$ cat src/rtl/d5m_gen_pkg.sv
// Shared types and constants for the D5M frame generator.
// Build option: D5M_GEN_LFSR_EN enables the LFSR test pattern (mode 3).
package d5m_gen_pkg;

  typedef enum logic [2:0] {
    ST_IDLE,
    ST_FV_LEAD,
    ST_LINE_ACT,
    ST_LINE_BLK,
    ST_FV_TRAIL,
    ST_VBLANK
  } gen_state_t;

  typedef enum logic [1:0] {
    MODE_RAMP  = 2'd0,
    MODE_BARS  = 2'd1,
    MODE_FIXED = 2'd2,
    MODE_LFSR  = 2'd3
  } pattern_mode_t;

  localparam logic [2:0] RGB_R = 3'b100;
  localparam logic [2:0] RGB_G = 3'b010;
  localparam logic [2:0] RGB_B = 3'b001;

  // Index 0 (leftmost bar) is the last element: white, yellow, cyan, green,
  // magenta, red, blue, black.
  localparam logic [7:0][2:0] BAR_RGB = {
    3'b000, 3'b001, 3'b100, 3'b101, 3'b010, 3'b011, 3'b110, 3'b111
  };

  localparam logic [15:0] LFSR_SEED = 16'hACE1;
  // x^16+x^14+x^13+x^11+1 in right-shifting form: taps at bits 0, 2, 3, 5.
  localparam logic [15:0] LFSR_TAPS = 16'h002D;

  function automatic logic [15:0] lfsr_next(input logic [15:0] s);
    return {^(s & LFSR_TAPS), s[15:1]};
  endfunction

endpackage

$ cat src/rtl/d5m_pattern_pixel.sv
// Combinational pixel value for a Bayer (GR/BG) site under the latched mode.
// Build option: D5M_GEN_LFSR_EN adds the lfsr_bits input and mode 3 LFSR output.
module d5m_pattern_pixel
  import d5m_gen_pkg::*;
#(
  parameter int D5M_DATA_WIDTH = 12,
  parameter int H_ACTIVE       = 640,
  parameter int XW             = 10,
  parameter int YW             = 9
) (
  input  logic [XW-1:0]             x,
  input  logic [YW-1:0]             y,
  input  pattern_mode_t             mode,
  input  logic [D5M_DATA_WIDTH-1:0] fixed_value,
`ifdef D5M_GEN_LFSR_EN
  input  logic [D5M_DATA_WIDTH-1:0] lfsr_bits,
`endif
  output logic [D5M_DATA_WIDTH-1:0] pixel
);

  localparam int BAR_W = H_ACTIVE / 8;

  logic [D5M_DATA_WIDTH-1:0] ramp;
  logic [2:0]                bar_idx;
  logic [2:0]                bar_rgb;
  logic [2:0]                site_rgb;

  always_comb begin
    ramp    = D5M_DATA_WIDTH'(x) + D5M_DATA_WIDTH'(y);
    bar_idx = 3'(x / XW'(BAR_W));
    bar_rgb = BAR_RGB[bar_idx];
    // Even rows G,R,G,R...; odd rows B,G,B,G...
    if (!y[0]) site_rgb = x[0] ? RGB_R : RGB_G;
    else       site_rgb = x[0] ? RGB_G : RGB_B;

    pixel = ramp;
    case (mode)
      MODE_BARS:  pixel = (|(bar_rgb & site_rgb)) ? '1 : '0;
      MODE_FIXED: pixel = fixed_value;
`ifdef D5M_GEN_LFSR_EN
      MODE_LFSR:  pixel = lfsr_bits;
`endif
      default:    pixel = ramp;
    endcase
  end

endmodule

$ cat src/rtl/d5m_frame_generator.sv
// D5M sensor-side transmitter: frame/line timing FSM with registered outputs.
// Build option: D5M_GEN_LFSR_EN enables the LFSR pattern for mode 3.
module d5m_frame_generator
  import d5m_gen_pkg::*;
#(
  parameter int D5M_DATA_WIDTH = 12,
  parameter int H_ACTIVE       = 640,
  parameter int V_ACTIVE       = 480,
  parameter int H_BLANK        = 16,
  parameter int FV_LEAD        = 4,
  parameter int FV_TRAIL       = 4,
  parameter int V_BLANK        = 32
) (
  input  logic                      pixclk,
  input  logic                      aresetn,
  input  logic                      enable,
  input  logic [1:0]                mode,
  input  logic [D5M_DATA_WIDTH-1:0] fixed_value,
  output logic                      ifval,
  output logic                      ilval,
  output logic [D5M_DATA_WIDTH-1:0] idata,
  output logic                      frame_done,
  output logic [15:0]               frame_count,
  output logic                      busy
);

  localparam int XW = (H_ACTIVE > 1) ? $clog2(H_ACTIVE) : 1;
  localparam int YW = (V_ACTIVE > 1) ? $clog2(V_ACTIVE) : 1;
  localparam int CW = 16;

  gen_state_t                state_q, state_d;
  logic [CW-1:0]             cnt_q, cnt_d;
  logic [YW-1:0]             line_q, line_d;
  pattern_mode_t             mode_q, mode_d;
  logic [D5M_DATA_WIDTH-1:0] fixed_q, fixed_d;
  logic                      ifval_q, ifval_d;
  logic                      ilval_q, ilval_d;
  logic [D5M_DATA_WIDTH-1:0] idata_q, idata_d;
  logic                      frame_done_q, frame_done_d;
  logic [15:0]               frame_count_q, frame_count_d;
  logic                      busy_q, busy_d;
  logic                      fv_entry;
  logic [D5M_DATA_WIDTH-1:0] pixel;
`ifdef D5M_GEN_LFSR_EN
  logic [15:0]               lfsr_q, lfsr_d;
`endif

  // Pixel is evaluated at the next-cycle position so idata lands with ilval.
  d5m_pattern_pixel #(
    .D5M_DATA_WIDTH(D5M_DATA_WIDTH),
    .H_ACTIVE      (H_ACTIVE),
    .XW            (XW),
    .YW            (YW)
  ) u_pixel (
    .x          (XW'(cnt_d)),
    .y          (line_d),
    .mode       (mode_q),
    .fixed_value(fixed_q),
`ifdef D5M_GEN_LFSR_EN
    .lfsr_bits  (lfsr_q[D5M_DATA_WIDTH-1:0]),
`endif
    .pixel      (pixel)
  );

  always_comb begin
    state_d = state_q;
    cnt_d   = cnt_q;
    line_d  = line_q;
    case (state_q)
      ST_IDLE:
        if (enable) begin
          state_d = ST_FV_LEAD;
          cnt_d   = '0;
        end
      ST_FV_LEAD:
        if (cnt_q == CW'(FV_LEAD - 1)) begin
          state_d = ST_LINE_ACT;
          cnt_d   = '0;
          line_d  = '0;
        end else cnt_d = cnt_q + 1'b1;
      ST_LINE_ACT:
        if (cnt_q == CW'(H_ACTIVE - 1)) begin
          state_d = ST_LINE_BLK;
          cnt_d   = '0;
        end else cnt_d = cnt_q + 1'b1;
      ST_LINE_BLK:
        if (cnt_q == CW'(H_BLANK - 1)) begin
          cnt_d = '0;
          if (line_q == YW'(V_ACTIVE - 1)) state_d = ST_FV_TRAIL;
          else begin
            state_d = ST_LINE_ACT;
            line_d  = line_q + 1'b1;
          end
        end else cnt_d = cnt_q + 1'b1;
      ST_FV_TRAIL:
        if (cnt_q == CW'(FV_TRAIL - 1)) begin
          state_d = ST_VBLANK;
          cnt_d   = '0;
        end else cnt_d = cnt_q + 1'b1;
      ST_VBLANK:
        if (cnt_q == CW'(V_BLANK - 1)) begin
          state_d = enable ? ST_FV_LEAD : ST_IDLE;
          cnt_d   = '0;
        end else cnt_d = cnt_q + 1'b1;
      default: begin
        state_d = ST_IDLE;
        cnt_d   = '0;
      end
    endcase

    fv_entry = (state_d == ST_FV_LEAD) && (state_q != ST_FV_LEAD);
    mode_d   = fv_entry ? pattern_mode_t'(mode) : mode_q;
    fixed_d  = fv_entry ? fixed_value : fixed_q;
`ifdef D5M_GEN_LFSR_EN
    if (fv_entry)                     lfsr_d = LFSR_SEED;
    else if (state_d == ST_LINE_ACT)  lfsr_d = lfsr_next(lfsr_q);
    else                              lfsr_d = lfsr_q;
`endif

    ifval_d       = (state_d == ST_FV_LEAD) || (state_d == ST_LINE_ACT) ||
                    (state_d == ST_LINE_BLK) || (state_d == ST_FV_TRAIL);
    ilval_d       = (state_d == ST_LINE_ACT);
    idata_d       = ilval_d ? pixel : '0;
    busy_d        = (state_d != ST_IDLE);
    frame_done_d  = (state_d == ST_FV_TRAIL) && (cnt_d == CW'(FV_TRAIL - 1));
    frame_count_d = frame_count_q + 16'(frame_done_d);
  end

  always_ff @(posedge pixclk) begin
    if (!aresetn) begin
      state_q       <= ST_IDLE;
      cnt_q         <= '0;
      line_q        <= '0;
      mode_q        <= MODE_RAMP;
      fixed_q       <= '0;
      ifval_q       <= 1'b0;
      ilval_q       <= 1'b0;
      idata_q       <= '0;
      frame_done_q  <= 1'b0;
      frame_count_q <= '0;
      busy_q        <= 1'b0;
`ifdef D5M_GEN_LFSR_EN
      lfsr_q        <= LFSR_SEED;
`endif
    end else begin
      state_q       <= state_d;
      cnt_q         <= cnt_d;
      line_q        <= line_d;
      mode_q        <= mode_d;
      fixed_q       <= fixed_d;
      ifval_q       <= ifval_d;
      ilval_q       <= ilval_d;
      idata_q       <= idata_d;
      frame_done_q  <= frame_done_d;
      frame_count_q <= frame_count_d;
      busy_q        <= busy_d;
`ifdef D5M_GEN_LFSR_EN
      lfsr_q        <= lfsr_d;
`endif
    end
  end

  assign ifval       = ifval_q;
  assign ilval       = ilval_q;
  assign idata       = idata_q;
  assign frame_done  = frame_done_q;
  assign frame_count = frame_count_q;
  assign busy        = busy_q;

endmodule

$ cat config.mk
export PLATFORM = sky130hd
export DESIGN_NAME = d5m_frame_generator
export DESIGN_NICKNAME = d
export VERILOG_FILES = /design/src/rtl/d5m_gen_pkg.sv /design/src/rtl/d5m_pattern_pixel.sv /design/src/rtl/d5m_frame_generator.sv
export SDC_FILE = /design/constraint.sdc
export NUM_CORES = 1
export LEC_CHECK = 0
export BUFFER_PORTS_ARGS = -buffer_cell sky130_fd_sc_hd__buf_2
export CAP_MARGIN = 20
export CORE_ASPECT_RATIO = 1.1
export CORE_MARGIN = 2
export CORE_UTILIZATION = 35
export DETAILED_ROUTE_END_ITERATION = 10
export GPL_ROUTABILITY_DRIVEN = 0
export PLACE_DENSITY = 0.64
export SKIP_CTS_REPAIR_TIMING = 1
export SLEW_MARGIN = 20
export SYNTH_ARGS = -nofsm -noshare
export SYNTH_HDL_FRONTEND = slang
export SYNTH_SLANG_ARGS = --single-unit
$ cat constraint.sdc
create_clock -name pixclk -period 4.1 [get_ports pixclk]
set_input_delay 0.205 -clock pixclk [delete_from_list [all_inputs] [get_ports pixclk]]
set_output_delay 0.205 -clock pixclk [all_outputs]
set_load 0.05 [all_outputs]
==> metrics.txt, run 1 <==
sequential cell area in the final layout=1490 um^2; clock tree sinks=74; wire length per cell=16.0 um; PD cells=304 nW/um^2; sum of negative setup slack=0 ns; die area=14,000 um^2; Cell Area, Synth=4580 um^2; data required time at the worst endpoint=4.37 ns; Global Route Usage Sum=17.8%; number of cell rows=43; syn avg cell area=8.20 um^2; layout cell share with drive strength beyond 1=22.0%; source-to-sink clock delay at the later pin of the worst-skew pair=0.34 ns; top-count cell post-synth=sky130_fd_sc_hd__dfxtp_1; max incr delay on CP=0.52 ns; clk slew on worst S/H paths=0.06 ns; Final WS setup=0.244 ns; TritonCTS clock tree=built; final design utilization=43.0%; number of routed nets with antenna violations=0; Max Clock Skew=0.00502 ns; number of antenna violations at the first check in global routing=0; critical path class=register to register; net count after synthesis=594; final routed wirelength across all metal layers=12,500 um; buffer depth of the longest clock path=2; pin count of the biggest net entering global routing=27; number of different library cells in the post-synthesis netlist=72; setup repair after global routing missed its margin=no; count of buffers inserted at the top-level ports=48; cell at the root of the clock tree=sky130_fd_sc_hd__clkbuf_16; number of diodes added for antenna fixing=0; worst ir drop on vdd=179 uV; global-route wire length before repair=20,200 um; largest cells by area after synthesis=sky130_fd_sc_hd__dfxtp_1 32%, sky130_fd_sc_hd__nor2_1 5.2%, sky130_fd_sc_hd__ha_1 4.6%; sort of element at the end of the critical path=register; share of synthesized flip-flops with an asynchronous set or reset=0%; fmax=259 MHz; cell occurring most often along the worst timing path=sky130_fd_sc_hd__ha_1; final worst path period share=94.0%; ranking of synthesized cells by instance count=74 x sky130_fd_sc_hd__dfxtp_1, 64 x sky130_fd_sc_hd__nor2_1, 35 x sky130_fd_sc_hd__nand2_1; area added between synthesis and finish=19.3%; filler cell count=1,289; router iterations before antenna repair=8; initial standard-cell utilization of the core=36.1%; number of remaining DRC errors=1; Worst path slowest cell=sky130_fd_sc_hd__or4_1; failing checks=DRC; crit path max fanout=10; final slew viol count=0; I/O pin cnt=49; post-synthesis cell count=559; number of global-route vias before repair=4,218; core region area=12,700 um^2; Max-cap violations=0; slew at the pin with the worst max-slew slack=0.902 ns; startpoint class of the critical path=register; Final min period=3.86 ns; dominant cell type by area after synthesis=sky130_fd_sc_hd__dfxtp_1; Post-DP HPWL=9270 um; post-DR vias/cell=5.61; Post-Place Worst Slack=0.0966 ns; Syn. warnings=0; via count=4,374; Iter 0 DRT Violations=287; number of register bits inferred by synthesis=74; top cell type's share of synthesized area=32.3%; Die Span X=113 um; count of final setup violators=0; cells traversed along the worst timing path=nor4_4 -> nand4_1 -> a22o_4 -> nor2_4 -> o21ai_0 -> a221o_1 -> or4_1 -> nor4_2 -> ha_1 -> ha_1 -> nand2_1 -> or3_1 -> a21oi_1; maximum level of the CTS H-tree=3; most used flip-flop cell after synthesis=sky130_fd_sc_hd__dfxtp_1; total count of hold-check failures in the final report=0; Post-layout nets=654; Chip Height=124 um; Leakage Power=0.00222 uW; post-synthesis sequential area ratio=32.3%; outcome=finished, violations left; Remaining Overflow, GRT=0; combined area of the multi-input logic cells=2930 um^2; kind of path behind the tightest hold check=primary input to register; Relative slew margins=39.3%; arrival time worst endpoint=4.12 ns; total CTS buffers=9; post-route total power=1660 uW; Post-synth EDFFs=0
[power breakdown]
group | switching [uW] | internal (uW) | leakage (uW)
Clock | 297 | 423 | 0.000130
Sequential | 11.3 | 735 | 0.000601
Combinational | 119 | 75.8 | 0.00149
Total | 427 | 1230 | 0.00222
[critical path, delay by kind of cell (launching register included)]
family | cells | cell delay (ns)
flip-flops | 1 | 0.38
AND/OR/NAND/NOR | 7 | 2.00
adder cells (fa/ha/maj) | 2 | 0.40
AO/OA/AOI/OAI | 4 | 1.01
[sequential cells by signal, indices dropped and copies added (netlist names)]
name / cells
cnt_q: 16
frame_count: 16
fixed_q: 12
idata: 12
line_q: 9
state_q: 3
mode_q: 2
busy: 1
frame_done: 1
ifval: 1
ilval: 1
[metrics by stage]
| step | area (um^2) | hold WS (ns) | cells |
|---|---|---|---|
| floorplan | 4590 | 0.341 | 559 |
| global placement | 5110 | 0.441 | 761 |
| CTS | 5380 | 0.0980 | 776 |
| finish | 5470 | 0.102 | 780 |
| detailed placement | 5110 | 0.450 | 761 |
| global route | 5470 | 0.123 | 780 |
[metal layers]
metal / wire length, um / global-route usage, % / up-vias / part of all wire, %
li1: - / - / 2135 / -
met1: 5490 / 22.5 / 2085 / 44
met2: 6000 / 30.4 / 133 / 48
met3: 695 / 3.11 / 21 / 5.6
met4: 268 / 7.16 / 0 / 2.2
met5: 0 / 0 / - / 0
[kinds of logic after synthesis]
group / count (synthesis) / synth area share, %
multiplexers: 20 / 4.40
AO/OA/AOI/OAI: 145 / 22.3
flip-flops: 74 / 32.3
AND/OR/NAND/NOR: 217 / 25.3
buffers and inverters: 58 / 5.43
adder cells (fa/ha/maj): 19 / 5.30
XOR/XNOR: 26 / 4.97
[layout by cell type, fill, tap and decap left out, types with 9 or more instances in the layout]
cell type / instances
sky130_fd_sc_hd__mux2i_1: 19
sky130_fd_sc_hd__a21oi_1: 30
sky130_fd_sc_hd__xnor2_1: 10
sky130_fd_sc_hd__buf_4: 34
sky130_fd_sc_hd__nor3_1: 9
sky130_fd_sc_hd__xor2_1: 16
sky130_fd_sc_hd__nand2b_1: 9
sky130_fd_sc_hd__nand4_1: 12
sky130_fd_sc_hd__o21ai_0: 30
sky130_fd_sc_hd__inv_1: 24
sky130_fd_sc_hd__nand2_1: 35
sky130_fd_sc_hd__nand3_1: 25
sky130_fd_sc_hd__and2_1: 26
sky130_fd_sc_hd__buf_2: 48
sky130_fd_sc_hd__nor2_1: 64
sky130_fd_sc_hd__dfxtp_1: 71
sky130_fd_sc_hd__a31oi_1: 13
sky130_fd_sc_hd__clkbuf_16: 9
sky130_fd_sc_hd__a211oi_1: 11
sky130_fd_sc_hd__ha_1: 16
[final timing paths]
check,startpoint,end,slack [ns],cells past startpoint
max,cnt_q[6],frame_count[10],0.24,13
min,mode[1],mode_q[1],0.10,3
max reg2reg,cnt_q[6],frame_count[10],0.24,13
min reg2reg,fixed_q[10],fixed_q[10],0.50,2
[area by class of cell]
cell class / instances / share of cell area [%]
Clock buffer: 13 / 4.58
Clock inverter: 2 / 0.252
Inverter: 25 / 1.72
Multi-Input combinational cell: 427 / 53.6
Sequential cell: 74 / 27.2
Tap cell: 157 / 3.59
Timing Repair Buffer: 82 / 9.07
(Power assumes the default switching activity.)
==> run 2, diff against run 1 <==
- CAP_MARGIN: 20 -> default
- CORE_ASPECT_RATIO: 1.1 -> default
- SLEW_MARGIN: 20 -> default
==> run 2 against run 1 <==
Effect of this change: the flow now finishes without violations; sequential share of layout area decreased by 0.20 points; clock power rose by 28%; first-iteration DRC count increased by 1.7%.
==> metrics.txt, run 2 (same netlist as run 1, synthesis figures left out) <==
Remaining Overflow, GRT=0; number of cell rows=41; clock tree sinks=74; origin of the critical flop-to-flop path=cnt_q[1]; top library cells by usage in the layout, fill and taps aside=70 x sky130_fd_sc_hd__dfxtp_1, 64 x sky130_fd_sc_hd__nor2_1, 48 x sky130_fd_sc_hd__buf_2, 35 x sky130_fd_sc_hd__nand2_1, 32 x sky130_fd_sc_hd__a21oi_1; Leakage Power=0.00223 uW; critical path startpoint=cnt_q[1]; worst ir drop on vdd=188 uV; hold path endpoint=fixed_q[9]; router iterations before antenna repair=5; clock share of power=49.6%; critical register-to-register path endpoint=idata[10]; worst hold path depth=3; Iter 0 DRT Violations=292; Post-layout nets=649; count of buffers inserted at the top-level ports=48; net switching power figure=431 uW; pin count of the biggest net entering global routing=40; Max Clock Skew=0.00718 ns; Global Route Usage Sum=17.2%; layout cell share with drive strength beyond 1=21.5%; wire length per cell=15.3 um; startpoint of the worst hold path=fixed_value[9]; Post-Place Cells=772; Flop pwr share=40.0%; core region area=12,700 um^2; buffer depth of the longest clock path=2; I/O pin cnt=49; source-to-sink clock delay at the later pin of the worst-skew pair=0.33 ns; number of diodes added for antenna fixing=0; critical path class=register to register; total CTS buffers=9; relative contribution of combinational cells to total power=10.3%; flop2flop setup slack=0.26 ns; TritonCTS clock tree=built; switching part of the total=23.1%; Final min period=3.84 ns; initial standard-cell utilization of the core=36.0%; sum of negative setup slack=0 ns; Relative slew margins=46.3%; Max-cap violations=0; slew at the pin with the worst max-slew slack=0.799 ns; number of routed nets with antenna violations=0; post-route total power=1860 uW; fmax=260 MHz; data required time at the worst endpoint=4.27 ns; final worst path period share=93.8%; Post-DP HPWL=9020 um; count of final setup violators=0; logic depth of the worst register-to-register path=19; crit path max fanout=8; Finished Layout Cells=790; final slew viol count=0; post-DR vias/cell=5.46; number of remaining DRC errors=0; area added between synthesis and finish=20.3%; total count of hold-check failures in the final report=0; arrival time worst endpoint=4.01 ns; PD cells=338 nW/um^2; clk slew on worst S/H paths=0.06 ns; Chip Height=118 um; internal power consumption=1430 uW; sort of element at the end of the critical path=register; via count=4,311; cell at the root of the clock tree=sky130_fd_sc_hd__clkbuf_16; maximum level of the CTS H-tree=3; Die Span X=118 um; startpoint class of the critical path=register; final routed wirelength across all metal layers=12,100 um; kind of path behind the tightest hold check=primary input to register; number of antenna violations at the first check in global routing=0; number of global-route vias before repair=4,016; outcome=completed; global-route wire length before repair=19,800 um; commonest non-fill, non-tap cell in the layout=sky130_fd_sc_hd__dfxtp_1; die area=14,000 um^2
-- run 2: changes by cell type in the layout (fill, tap and decap cells not counted), moves of 2 or more --
cell,delta
sky130_fd_sc_hd__clkbuf_1,-3
sky130_fd_sc_hd__a21oi_1,+2
sky130_fd_sc_hd__a21oi_2,-2
sky130_fd_sc_hd__buf_4,-5
sky130_fd_sc_hd__bufinv_16,+3
-- run 2: critical path, cell delays in order (launching register included) --
cell	delay, ns
sky130_fd_sc_hd__dfxtp_2	0.39
sky130_fd_sc_hd__ha_4	0.18
sky130_fd_sc_hd__and4_1	0.29
sky130_fd_sc_hd__nand4_1	0.20
sky130_fd_sc_hd__a22o_4	0.35
sky130_fd_sc_hd__nor2_4	0.16
sky130_fd_sc_hd__buf_4	0.16
sky130_fd_sc_hd__o21ai_0	0.07
sky130_fd_sc_hd__nand2_1	0.10
sky130_fd_sc_hd__o21ai_0	0.11
sky130_fd_sc_hd__ha_1	0.36
sky130_fd_sc_hd__a21o_1	0.19
sky130_fd_sc_hd__a21oi_1	0.18
sky130_fd_sc_hd__o21bai_1	0.08
sky130_fd_sc_hd__a21oi_1	0.18
sky130_fd_sc_hd__o21bai_1	0.08
sky130_fd_sc_hd__a21o_1	0.19
sky130_fd_sc_hd__a21o_1	0.19
sky130_fd_sc_hd__a21oi_2	0.16
sky130_fd_sc_hd__a311oi_2	0.07
-- run 2: layer usage --
layer,vias up,global-route usage [%],part of all wire (%)
li1,2133,-,-
met1,2038,23.4,48
met2,125,27.7,45
met3,15,2.56,4.8
met4,0,5.88,1.5
met5,-,0,0
-- run 2: layout make-up --
class | instances | area [um^2]
flip-flops and latches | 74 | 1490
clock inverters | 4 | 98.8
multi-input cells | 427 | 2910
well taps | 172 | 215
repair buffers | 77 | 458
fillers | 1312 | 7210
clock buffers | 11 | 253
inverters | 25 | 93.8
-- run 2: how the worst max path moves through the flow --
stage                                  to  slack, ns  cells after the start
final                           idata[10]       0.26                     19
after floorplan                 idata[10]       0.02                     20
after global routing            idata[10]      -0.02                     19
after detailed placement  frame_count[13]       0.05                     14
after global placement    frame_count[13]       0.27                     14
after CTS                 frame_count[13]       0.01                     14
-- run 2: stage by stage --
stage | util [%] | worst slack, ns | hold WS, ns | area (um^2)
2_1_floorplan | - | 0.0247 | 0.341 | 4590
3_3_place_gp | 40.1 | 0.268 | 0.441 | 5100
3_5_place_dp | 40.1 | 0.0465 | 0.447 | 5100
4_1_cts | 42.9 | 0.0135 | 0.108 | 5450
5_1_grt | 43.3 | -0.0158 | 0.114 | 5510
6_report | 43.3 | 0.256 | 0.113 | 5510
-- run 2: power by group through the flow --
stage / combinational [uW] / sequential [uW] / clock, uW
after floorplan: 127 / 764 / 0
after global placement: 183 / 761 / 0
after detailed placement: 187 / 761 / 0
after CTS: 188 / 746 / 946
after global routing: 208 / 748 / 979
final: 192 / 746 / 925
==> run 3, diff against run 2 <==
- SYNTH_HIERARCHICAL: default -> 1
==> run 3 against run 2 <==
Effect of this change: first-iteration DRC count grew 11%; maximum frequency shrank 5.2%; die area shrank 1.7%; wire length grew 0.45%; setup slack lost 0.21 ns; synthesized area shrank 1.8%; sequential power shrank 0.5%.
==> metrics.txt, run 3 <==
syn avg cell area=8.09 um^2; final worst path period share=98.9%; kind of path behind the tightest hold check=primary input to register; post-route total power=1710 uW; number of register bits inferred by synthesis=74; Chip Height=117 um; pin count of the biggest net entering global routing=38; maximum level of the CTS H-tree=3; final routed wirelength across all metal layers=12,100 um; buffer depth of the longest clock path=2; Iter 0 DRT Violations=323; crit path max fanout=6; total count of hold-check failures in the final report=0; Leakage Power=0.00230 uW; Relative slew margins=38.6%; post-synthesis sequential area ratio=32.9%; number of diodes added for antenna fixing=0; startpoint class of the critical path=register; sort of element at the end of the critical path=register; startpoint of the worst hold path=fixed_value[8]; relative contribution of combinational cells to total power=11.3%; Post-DP HPWL=8700 um; Global Route Usage Sum=17.6%; critical register-to-register path endpoint=frame_count[14]; filler cell count=1,224; core region area=12,600 um^2; Final min period=4.06 ns; worst hold slack=0.125 ns; router iterations before antenna repair=5; net count after synthesis=591; switching part of the total=23.8%; via count=4,394; clock tree sinks=74; slew at the pin with the worst max-slew slack=0.916 ns; TritonCTS clock tree=built; layout cell share with drive strength beyond 1=23.9%; I/O pin cnt=49; Max-cap violations=0; number of remaining DRC errors=0; arrival time worst endpoint=4.31 ns; Post-synth EDFFs=0; max incr delay on CP=0.60 ns; dominant cell type by area after synthesis=sky130_fd_sc_hd__dfxtp_1; cell at the root of the clock tree=sky130_fd_sc_hd__clkbuf_16; top cell type's share of synthesized area=32.9%; data required time at the worst endpoint=4.35 ns; setup repair after global routing missed its margin=yes; number of cell rows=41; net switching power figure=406 uW; area added between synthesis and finish=21.9%; Largest delay share family, worst path=simple AND/OR/NAND/NOR gates; post-synthesis cell count=556; count of final setup violators=0; final slew viol count=0; global-route wire length before repair=20,200 um; clk slew on worst S/H paths=0.06 ns; fmax=247 MHz; largest cells by area after synthesis=sky130_fd_sc_hd__dfxtp_1 33%, sky130_fd_sc_hd__a21oi_1 5.2%, sky130_fd_sc_hd__ha_1 4.7%; Worst path slowest cell=sky130_fd_sc_hd__or4_4; Syn. warnings=6; Flop pwr share=43.4%; critical path class=register to register; die area=13,800 um^2; number of global-route vias before repair=4,176; total CTS buffers=9; origin of the critical flop-to-flop path=cnt_q[7]; Die Span X=117 um; worst hold path depth=3; sum of negative setup slack=0 ns; logic depth of the worst register-to-register path=13; hold path endpoint=fixed_q[8]; count of buffers inserted at the top-level ports=48; top-count cell post-synth=sky130_fd_sc_hd__dfxtp_1; PD cells=312 nW/um^2; share of synthesized flip-flops with an asynchronous set or reset=0%; Post-layout nets=656; number of antenna violations at the first check in global routing=0; commonest non-fill, non-tap cell in the layout=sky130_fd_sc_hd__dfxtp_1; initial standard-cell utilization of the core=35.8%; number of routed nets with antenna violations=0; ranking of synthesized cells by instance count=74 x sky130_fd_sc_hd__dfxtp_1, 47 x sky130_fd_sc_hd__a21oi_1, 37 x sky130_fd_sc_hd__nand2_1; number of different library cells in the post-synthesis netlist=67; top library cells by usage in the layout, fill and taps aside=74 x sky130_fd_sc_hd__dfxtp_1, 48 x sky130_fd_sc_hd__buf_2, 47 x sky130_fd_sc_hd__a21oi_1, 39 x sky130_fd_sc_hd__buf_4; cells traversed along the worst timing path=or4_4 -> or4_4 -> a22oi_4 -> nand2_4 -> a221o_1 -> or4_4 -> nor4_4 -> ha_2 -> ha_2 -> and2_4 -> nand2_1 -> or3_1 -> a21oi_1; cell occurring most often along the worst timing path=sky130_fd_sc_hd__or4_4; source-to-sink clock delay at the later pin of the worst-skew pair=0.33 ns; flop2flop setup slack=0.04 ns; post-DR vias/cell=5.52; internal power consumption=1300 uW; Remaining Overflow, GRT=0; Max Clock Skew=0.00678 ns; combined area of the multi-input logic cells=2880 um^2; worst ir drop on vdd=194 uV; number of buffers and inverters on the critical path=0; most used flip-flop cell after synthesis=sky130_fd_sc_hd__dfxtp_1; Cell Area, Synth=4500 um^2; wire length per cell=15.2 um; outcome=completed; clock share of power=45.3%; sequential cell area in the final layout=1480 um^2
[run 3: changes by cell type after synthesis, moves of 10 or more]
cell and delta:
sky130_fd_sc_hd__a211oi_1 -10, sky130_fd_sc_hd__a21oi_1 +14, sky130_fd_sc_hd__a31oi_1 -10, sky130_fd_sc_hd__and3_1 +15, sky130_fd_sc_hd__mux2i_1 -15, sky130_fd_sc_hd__nand3_1 +10
sky130_fd_sc_hd__nor2_1 -28
[run 3: tightest hold or removal path, stage by stage]
cell and delay (ns):
sky130_fd_sc_hd__buf_2 0.10, sky130_fd_sc_hd__nand3_1 0.05, sky130_fd_sc_hd__a21oi_1 0.05
[run 3: worst max-delay path by stage]
stage | start | endpoint | slack [ns] | depth (start not counted)
global route | cnt_q[7] | frame_count[14] | -0.12 | 14
CTS | cnt_q[7] | frame_count[14] | 0.002 | 13
global placement | cnt_q[8] | frame_count[14] | 0.02 | 13
finish | cnt_q[7] | frame_count[14] | 0.04 | 13
detailed placement | cnt_q[7] | frame_count[14] | 0.04 | 13
floorplan | cnt_q[8] | frame_count[14] | 0.04 | 14
[run 3: final cells by class]
class	count	area share, %
Sequential cell	74	27.0
Inverter	17	1.16
Tap cell	172	3.92
Clock inverter	3	0.730
Multi-Input combinational cell	430	52.5
Clock buffer	11	4.61
Timing Repair Buffer	89	10.1
[run 3: power groups by stage]
stage / sequential (uW) / clock, uW / combinational, uW
after floorplan: 762 / 0 / 125
after global placement: 757 / 0 / 183
after detailed placement: 757 / 0 / 185
after CTS: 742 / 794 / 187
after global routing: 743 / 820 / 210
final: 742 / 775 / 193
[run 3: logic make-up after synthesis]
family	Yosys count	synth area share (%)
buffers and inverters	52	4.98
DFF	74	32.9
xor gates and xnor gates	24	4.67
muxes	4	0.890
adders and majority gates	20	5.62
AOI/OAI and AO/OA	143	21.3
and+or+nand+nor	239	29.6
[run 3: layer usage]
metal / share of wire (%) / GRT usage, %
met1: 46 / 23.5
met5: 0 / 0
met2: 48 / 28.7
met3: 4.5 / 2.87
met4: 1.2 / 6.17
[run 3: through the flow]
| step | setup slack, ns | utilization (%) | cell area [um^2] | cells |
|---|---|---|---|---|
| 3_3_place_gp | 0.0205 | 40.8 | 5120 | 781 |
| 2_1_floorplan | 0.0429 | - | 4520 | 556 |
| 6_report | 0.0447 | 43.7 | 5490 | 796 |
| 5_1_grt | -0.116 | 43.7 | 5490 | 796 |
| 3_5_place_dp | 0.0372 | 40.8 | 5120 | 781 |
| 4_1_cts | 0.00166 | 43.1 | 5420 | 795 |
